--- src/rtl/tsu_pkg.sv ---
// Shared constants, FSM encodings and queue entry type for the PTP timestamp unit.
// TSU_SEQID_EN extends the header parse through sequenceId; otherwise it ends at messageType.
package tsu_pkg;

  localparam logic [15:0] PTP_ETHERTYPE = 16'h88F7;
  localparam int unsigned OFF_ETYPE     = 12;
  localparam int unsigned OFF_MSGID     = 14;
  localparam int unsigned OFF_SEQID     = 44;

`ifdef TSU_SEQID_EN
  localparam int unsigned OFF_LAST = OFF_SEQID + 1;
`else
  localparam int unsigned OFF_LAST = OFF_MSGID;
`endif

  localparam int unsigned CNT_W      = 11;
  localparam int unsigned ENTRY_TS_W = 80;

  localparam logic [1:0] ST_IDLE = 2'd0;
  localparam logic [1:0] ST_HDR  = 2'd1;
  localparam logic [1:0] ST_BODY = 2'd2;

  typedef struct packed {
    logic [2:0]            port;
    logic [ENTRY_TS_W-1:0] ts;
    logic [3:0]            msgid;
    logic [15:0]           seqid;
  } tsu_entry_t;

endpackage

--- src/rtl/tsu_fifo.sv ---
// Synchronous per-port queue of timestamp entries.
// One slot stays open so full/empty come straight from a pointer compare.
module tsu_fifo
  import tsu_pkg::*;
#(
  parameter int unsigned DEPTH = 8
) (
  input  logic       clk,
  input  logic       rst,
  input  logic       wr_en,
  input  tsu_entry_t wr_data,
  input  logic       rd_en,
  output tsu_entry_t rd_data_c,
  output logic       full,
  output logic       empty
);

  localparam int unsigned AW = $clog2(DEPTH);

  tsu_entry_t    mem_q [DEPTH];
  logic [AW-1:0] wptr_q, wptr_d, rptr_q, rptr_d;
  logic          full_q, full_d, empty_q, empty_d;

  always_comb begin
    wptr_d  = wptr_q + AW'(wr_en);
    rptr_d  = rptr_q + AW'(rd_en);
    empty_d = (wptr_d == rptr_d);
    full_d  = ((wptr_d + AW'(1)) == rptr_d);
  end

  always_ff @(posedge clk) begin
    if (rst) begin
      wptr_q  <= '0;
      rptr_q  <= '0;
      full_q  <= 1'b0;
      empty_q <= 1'b1;
    end else begin
      wptr_q  <= wptr_d;
      rptr_q  <= rptr_d;
      full_q  <= full_d;
      empty_q <= empty_d;
    end
  end

  always_ff @(posedge clk) begin
    if (wr_en) mem_q[wptr_q] <= wr_data;
  end

  assign rd_data_c = mem_q[rptr_q];
  assign full      = full_q;
  assign empty     = empty_q;

endmodule

--- src/rtl/tsu_axis_mp.sv ---
// Multi-port PTP event timestamp unit: taps AXIS byte streams, queues per port, round-robin drain.
// Define TSU_SEQID_EN to also capture sequenceId (bytes 44/45); otherwise m_seqid is 0.
module tsu_axis_mp
  import tsu_pkg::*;
#(
  parameter int unsigned NUM_PORTS  = 4,
  parameter int unsigned FIFO_DEPTH = 8,
  parameter int unsigned TS_WIDTH   = 80
) (
  input  logic                     clk,
  input  logic                     rst,
  input  logic [NUM_PORTS-1:0]     s_axis_tvalid,
  input  logic [NUM_PORTS-1:0]     s_axis_tready,
  input  logic [NUM_PORTS-1:0]     s_axis_tlast,
  input  logic [8*NUM_PORTS-1:0]   s_axis_tdata,
  input  logic [TS_WIDTH-1:0]      rtc_time_in,
  input  logic [16*NUM_PORTS-1:0]  msgid_mask,
  output logic                     m_valid,
  input  logic                     m_ready,
  output logic [2:0]               m_port,
  output logic [TS_WIDTH-1:0]      m_ts,
  output logic [3:0]               m_msgid,
  output logic [15:0]              m_seqid,
  output logic [8*NUM_PORTS-1:0]   ovf_cnt
);

  localparam int unsigned PIDX_W = (NUM_PORTS > 1) ? $clog2(NUM_PORTS) : 1;
  localparam logic [CNT_W-1:0] CNT_MAX = '1;

  logic [1:0]          st_q    [NUM_PORTS], st_d    [NUM_PORTS];
  logic [CNT_W-1:0]    cnt_q   [NUM_PORTS], cnt_d   [NUM_PORTS];
  logic [TS_WIDTH-1:0] ts_q    [NUM_PORTS], ts_d    [NUM_PORTS];
  logic [3:0]          msgid_q [NUM_PORTS], msgid_d [NUM_PORTS];
  logic [15:0]         seqid_q [NUM_PORTS], seqid_d [NUM_PORTS];
  logic [NUM_PORTS-1:0] etype_q, etype_d;

  logic [NUM_PORTS-1:0]   push, wr_en, pop, full, empty;
  tsu_entry_t             push_entry [NUM_PORTS];
  tsu_entry_t             fifo_rd_c  [NUM_PORTS];
  logic [8*NUM_PORTS-1:0] ovf_q, ovf_d;

  logic [PIDX_W-1:0] ptr_q, ptr_d, gnt;
  logic              found, load;
  logic              m_valid_q, m_valid_d;
  tsu_entry_t        m_entry_q, m_entry_d;

  // Per-port header parser; the push decision uses this cycle's byte so tlast may land on the last header byte.
  always_comb begin : parse_c
    logic [7:0]       b;
    logic [15:0]      mk;
    logic [CNT_W-1:0] idx;
    logic             hdr_done;
    b        = '0;
    mk       = '0;
    idx      = '0;
    hdr_done = 1'b0;
    st_d     = st_q;
    cnt_d    = cnt_q;
    ts_d     = ts_q;
    msgid_d  = msgid_q;
    seqid_d  = seqid_q;
    etype_d  = etype_q;
    push     = '0;
    for (int i = 0; i < int'(NUM_PORTS); i++) begin
      b        = s_axis_tdata[8*i +: 8];
      mk       = msgid_mask[16*i +: 16];
      idx      = (st_q[i] == ST_IDLE) ? '0 : cnt_q[i];
      hdr_done = (st_q[i] == ST_BODY) || (idx == CNT_W'(OFF_LAST));
      if (s_axis_tvalid[i] && s_axis_tready[i]) begin
        if (st_q[i] == ST_IDLE) begin
          ts_d[i]    = rtc_time_in;
          st_d[i]    = ST_HDR;
          etype_d[i] = 1'b0;
          msgid_d[i] = '0;
          seqid_d[i] = '0;
        end
        cnt_d[i] = (idx == CNT_MAX) ? idx : idx + CNT_W'(1);
        if (idx == CNT_W'(OFF_ETYPE))     etype_d[i] = (b == PTP_ETHERTYPE[15:8]);
        if (idx == CNT_W'(OFF_ETYPE + 1)) etype_d[i] = etype_q[i] && (b == PTP_ETHERTYPE[7:0]);
        if (idx == CNT_W'(OFF_MSGID))     msgid_d[i] = b[3:0];
`ifdef TSU_SEQID_EN
        if (idx == CNT_W'(OFF_SEQID))     seqid_d[i][15:8] = b;
        if (idx == CNT_W'(OFF_SEQID + 1)) seqid_d[i][7:0]  = b;
`endif
        if (st_q[i] == ST_HDR && idx == CNT_W'(OFF_LAST)) st_d[i] = ST_BODY;
        if (s_axis_tlast[i]) begin
          st_d[i] = ST_IDLE;
          push[i] = etype_d[i] && hdr_done && mk[msgid_d[i]];
        end
      end
      push_entry[i] = '{port: 3'(i), ts: ENTRY_TS_W'(ts_d[i]),
                        msgid: msgid_d[i], seqid: seqid_d[i]};
    end
  end

  // Round-robin search from ptr_q; the output register reloads whenever it is empty or being taken.
  always_comb begin : arb_c
    logic [3:0] p;
    p         = '0;
    load      = !m_valid_q || m_ready;
    found     = 1'b0;
    gnt       = '0;
    pop       = '0;
    ptr_d     = ptr_q;
    m_valid_d = m_valid_q;
    m_entry_d = m_entry_q;
    for (int k = 0; k < int'(NUM_PORTS); k++) begin
      p = 4'(ptr_q) + 4'(k);
      if (p >= 4'(NUM_PORTS)) p = p - 4'(NUM_PORTS);
      if (!found && !empty[PIDX_W'(p)]) begin
        found = 1'b1;
        gnt   = PIDX_W'(p);
      end
    end
    if (load) begin
      m_valid_d = found;
      if (found) begin
        m_entry_d = fifo_rd_c[gnt];
        pop[gnt]  = 1'b1;
        ptr_d     = (gnt == PIDX_W'(NUM_PORTS - 1)) ? '0 : gnt + PIDX_W'(1);
      end
    end
  end

  // A push into a full queue survives only if that queue is popped in the same cycle.
  always_comb begin : ovf_c
    ovf_d = ovf_q;
    wr_en = '0;
    for (int i = 0; i < int'(NUM_PORTS); i++) begin
      wr_en[i] = push[i] && (!full[i] || pop[i]);
      if (push[i] && full[i] && !pop[i] && ovf_q[8*i +: 8] != 8'hFF)
        ovf_d[8*i +: 8] = ovf_q[8*i +: 8] + 8'd1;
    end
  end

  always_ff @(posedge clk) begin
    if (rst) begin
      for (int i = 0; i < int'(NUM_PORTS); i++) begin
        st_q[i]    <= ST_IDLE;
        cnt_q[i]   <= '0;
        ts_q[i]    <= '0;
        msgid_q[i] <= '0;
        seqid_q[i] <= '0;
      end
      etype_q   <= '0;
      ovf_q     <= '0;
      ptr_q     <= '0;
      m_valid_q <= 1'b0;
      m_entry_q <= '0;
    end else begin
      st_q      <= st_d;
      cnt_q     <= cnt_d;
      ts_q      <= ts_d;
      msgid_q   <= msgid_d;
      seqid_q   <= seqid_d;
      etype_q   <= etype_d;
      ovf_q     <= ovf_d;
      ptr_q     <= ptr_d;
      m_valid_q <= m_valid_d;
      m_entry_q <= m_entry_d;
    end
  end

  for (genvar g = 0; g < int'(NUM_PORTS); g++) begin : g_q
    tsu_fifo #(.DEPTH(FIFO_DEPTH)) u_fifo (
      .clk       (clk),
      .rst       (rst),
      .wr_en     (wr_en[g]),
      .wr_data   (push_entry[g]),
      .rd_en     (pop[g]),
      .rd_data_c (fifo_rd_c[g]),
      .full      (full[g]),
      .empty     (empty[g])
    );
  end

  assign m_valid = m_valid_q;
  assign m_port  = m_entry_q.port;
  assign m_ts    = TS_WIDTH'(m_entry_q.ts);
  assign m_msgid = m_entry_q.msgid;
  assign m_seqid = m_entry_q.seqid;
  assign ovf_cnt = ovf_q;

endmodule

--- config.mk ---
export PLATFORM = sky130hd
export DESIGN_NAME = tsu_axis_mp
export DESIGN_NICKNAME = d
export VERILOG_FILES = /design/src/rtl/tsu_pkg.sv /design/src/rtl/tsu_fifo.sv /design/src/rtl/tsu_axis_mp.sv
export SDC_FILE = /design/constraint.sdc
export NUM_CORES = 2
export LEC_CHECK = 0
export BUFFER_PORTS_ARGS = -buffer_cell sky130_fd_sc_hd__buf_4
export CORE_MARGIN = 3
export CORE_UTILIZATION = 62
export CTS_CLUSTER_SIZE = 24
export DETAILED_ROUTE_END_ITERATION = 16
export PLACE_DENSITY = 0.79
export SYNTH_ARGS = -nofsm -noshare
export SYNTH_HDL_FRONTEND = slang
export SYNTH_SLANG_ARGS = --single-unit
--- constraint.sdc ---
create_clock -name clk -period 18.8 [get_ports clk]
set_input_delay 0.94 -clock clk [delete_from_list [all_inputs] [get_ports clk]]
set_output_delay 0.94 -clock clk [all_outputs]
set_load 0.1 [all_outputs]
==> results.cfg <==
[grt]
grt_util_all_layers_pct = 32.4
first_global_vias = 84600
antenna_found_initial = 16
overflow = 0
grt_max_degree = 142
grt_pass1_wl_um = 574000

[synthesis]
ys.flop_type = edfxtp_1
async_flop_share_pct = 0
syn_area_sq_um = 148000
synthDistinctLibCells = 74
synth_top_area_share_pct = 65.0
syn_area_per_cell_sq_um = 17.3
synth_area_leaders = edfxtp_1 (65%), mux4_2 (12%), dfxtp_1 (8.5%)
yosys_warnings = 0
yosysTopAreaCell = edfxtp_1
ys_seq_elements = 3825
synthesis.nets = 8768
ys_seq_area_share_pct = 73.4
synth_edf_count = 3200
netlist_instances = 8533

[drt]
route.detailed.drc = 0
drt_iter0_markers = 10900
routed-via-count = 83700
ant_nets = 0
first_pass_iters = 6
totalWireLength_um = 394000
post_drt_wl_per_cell_um = 32.0
avgViaCountPerCell = 6.79

[timing]
final-hold-violation-count = 0
setup_viol = 0
layout_min_cycle_time_ps = 6870
finClkSkew_ps = 88.1
tns_ps = 0
fmax_mhz = 145
rsz0062_at_grt = false
worst_pin_slew_ps = 1250
finalMaxSlewViolations = 0
relSlewSlack_pct = 16.6
fin_crit_sh_pct = 36.6

[floorplanning]
die-area_sq_um = 244000
rows = 178
die_w_um = 494
die_h_um = 494
start_util_pct = 62.6
core-area_sq_um = 236000
io_pins = 327

[clocking]
ctsResizeCount = 0
tritoncts = yes
clock_latency_ps = 1020
htreeDepth = 5
cts_setup_buffers = 0
root_buffer = clkbuf_16
clkTransAtPathRegs_ps = 60
cts_buffers = 383
holdBufCountCts = 0
clk_path_buf_depth = 4
cts_sinks = 3825

[worst_setup_path]
crit_path_frequent_cell = buf_4
cpPeakStageDelay_ps = 890
path_buf_inv = 3
critPathKind = register to register
crit_fanout = 51
cp_slowest_cell = buf_4
cp_top_family = simple AND/OR/NAND/NOR gates
crit_required_ps = 19380
critPathLaunchType = register
endpoint_kind = register
critPathArrivalTime_ps = 7450
path_cells = or2_1 -> and2_1 -> ha_1 -> or4b_1 -> a211oi_4 -> mux2i_2 -> mux2i_1 -> a22oi_1 -> a21boi_1 -> or4_1 -> inv_1 -> and4b_4 -> buf_4 -> buf_4

[placement]
dp_hpwl_um = 220000
port_buffers = 325
gp_routability_congestion = 0.866

[final_layout]
syn_to_final_growth_pct = 12.5
fin_nets = 9091
fin_util_pct = 70.4
drive_gt1_share_pct = 20.8

[run_status]
status = finished clean

[hold_path]
hp-class = input port to register

[power]
powerDensity_nw_per_um2 = 109
leakagePower_uw = 0.0537
peakVddDrop_uv = 104

[job]
maxCapViolCount = 0
==> stage by stage <==
stage | hold slack, ps | cells | power [uW] | cell area (sq um) | setup slack (ps)
final | 201 | 12300 | 18100 | 166000 | 11930
after detailed placement | 455 | 11600 | 10600 | 154000 | 11650
after floorplan | 444 | 8533 | 10200 | 148000 | 3920
after global routing | 180 | 12300 | 18500 | 166000 | 11600
after global placement | 449 | 11600 | 10600 | 154000 | 11800
after CTS | 157 | 12300 | 18100 | 166000 | 11640
==> flip-flops by register name (all words and copies together), names as in the netlist, 16 cells and up <==
| signal | count |
|---|---|
| m_seqid | 16 |
| seqid_q | 64 |
| cnt_q | 44 |
| ovf_cnt | 32 |
| ts_q | 320 |
| g_q.u_fifo.mem_q | 3200 |
| m_ts | 80 |
| msgid_q | 16 |
==> power breakdown <==
group	leakage (uW)	switching, uW	internal [uW]
logic	0.0135	837	280
registers	0.0340	62.0	9270
clock network	0.00618	3120	4490
total	0.0537	4020	14000
==> layout make-up <==
| type | instances | area, sq um |
|---|---|---|
| Multi-Input combinational cell | 4159 | 37500 |
| Clock buffer | 531 | 10800 |
| Tap cell | 3150 | 3940 |
| Sequential cell | 3825 | 109000 |
| Clock inverter | 160 | 1720 |
| Inverter | 39 | 154 |
| Antenna cell | 11 | 27.5 |
| Fill cell | 13700 | 70000 |
| Timing Repair Buffer | 448 | 3570 |
==> metal layers <==
| metal | vias to the layer above | wire length, um | track usage [%] |
|---|---|---|---|
| met5 | - | 73 | 0 |
| met4 | 12 | 24700 | 17.9 |
| met3 | 1127 | 43600 | 6.03 |
| met2 | 5860 | 191000 | 51.7 |
| met1 | 42500 | 135000 | 42.7 |
| li1 | 34200 | - | - |
==> worst register-to-register path: cells and delay by family (launching register included) <==
family	cells	cell delay, ps
simple gates	5	2350
mux	2	850
buf+inv	3	1830
compound gates	3	800
fa+ha+maj	1	150
flops	1	430
==> path summary, 6_finish.rpt <==
kind | from | to | slack, ps | cells past startpoint
max | st_q[0]$_SDFFE_PP0P_ | g_q[3].u_fifo.mem_q[3][71]$_DFFE_PP_ | 11930 | 14
max reg2reg | st_q[0]$_SDFFE_PP0P_ | g_q[3].u_fifo.mem_q[3][71]$_DFFE_PP_ | 11930 | 14
min reg2reg | ts_q[48]$_SDFF_PP0_ | ts_q[48]$_SDFF_PP0_ | 460 | 2
min | s_axis_tlast[2] | st_q[3]$_SDFFE_PP0P_ | 200 | 2
==> cells in the final DEF, fill, tap and decap left out, drive strengths merged, types with 44 or more instances in the layout <==
cell type / count
mux4: 800
nand2: 1067
clkbuf: 531
clkinv: 108
dfxtp: 625
edfxtp: 3200
a21oi: 576
mux2i: 244
ha: 44
inv: 49
nor2: 208
a211oi: 419
nor2b: 309
buf: 448
nand3: 49
and2: 91
==> cell families after synthesis <==
family | after synthesis | synth area share [%]
AOI/OAI and AO/OA | 1121 | 4.67
xor gates and xnor gates | 47 | 0.278
adders and majority gates | 44 | 0.372
buffers and inverters | 549 | 1.40
DFF | 3825 | 73.4
muxes | 1058 | 13.9
other | 1 | 0.00254
and+or+nand+nor | 1888 | 5.88
==> synthesized netlist by cell type, types with 7 or more instances <==
cell type / n
mux2i_1: 243
nand3_1: 49
a31oi_1: 26
buf_1: 102
xnor2_1: 42
nor2b_1: 309
nor4b_1: 11
and2_1: 90
a211oi_1: 418
and4b_1: 13
mux2_2: 14
edfxtp_1: 3200
nor2_1: 208
inv_1: 39
clkbuf_1: 405
nand2_1: 1067
ha_1: 44
dfxtp_1: 625
mux4_2: 800
a21oi_1: 576
nand4_1: 18
o21ai_0: 40
and3_1: 25
nor3_1: 33
a21o_1: 7
nor4_1: 13
a22oi_1: 7
Power figures use the tool's default switching activity.
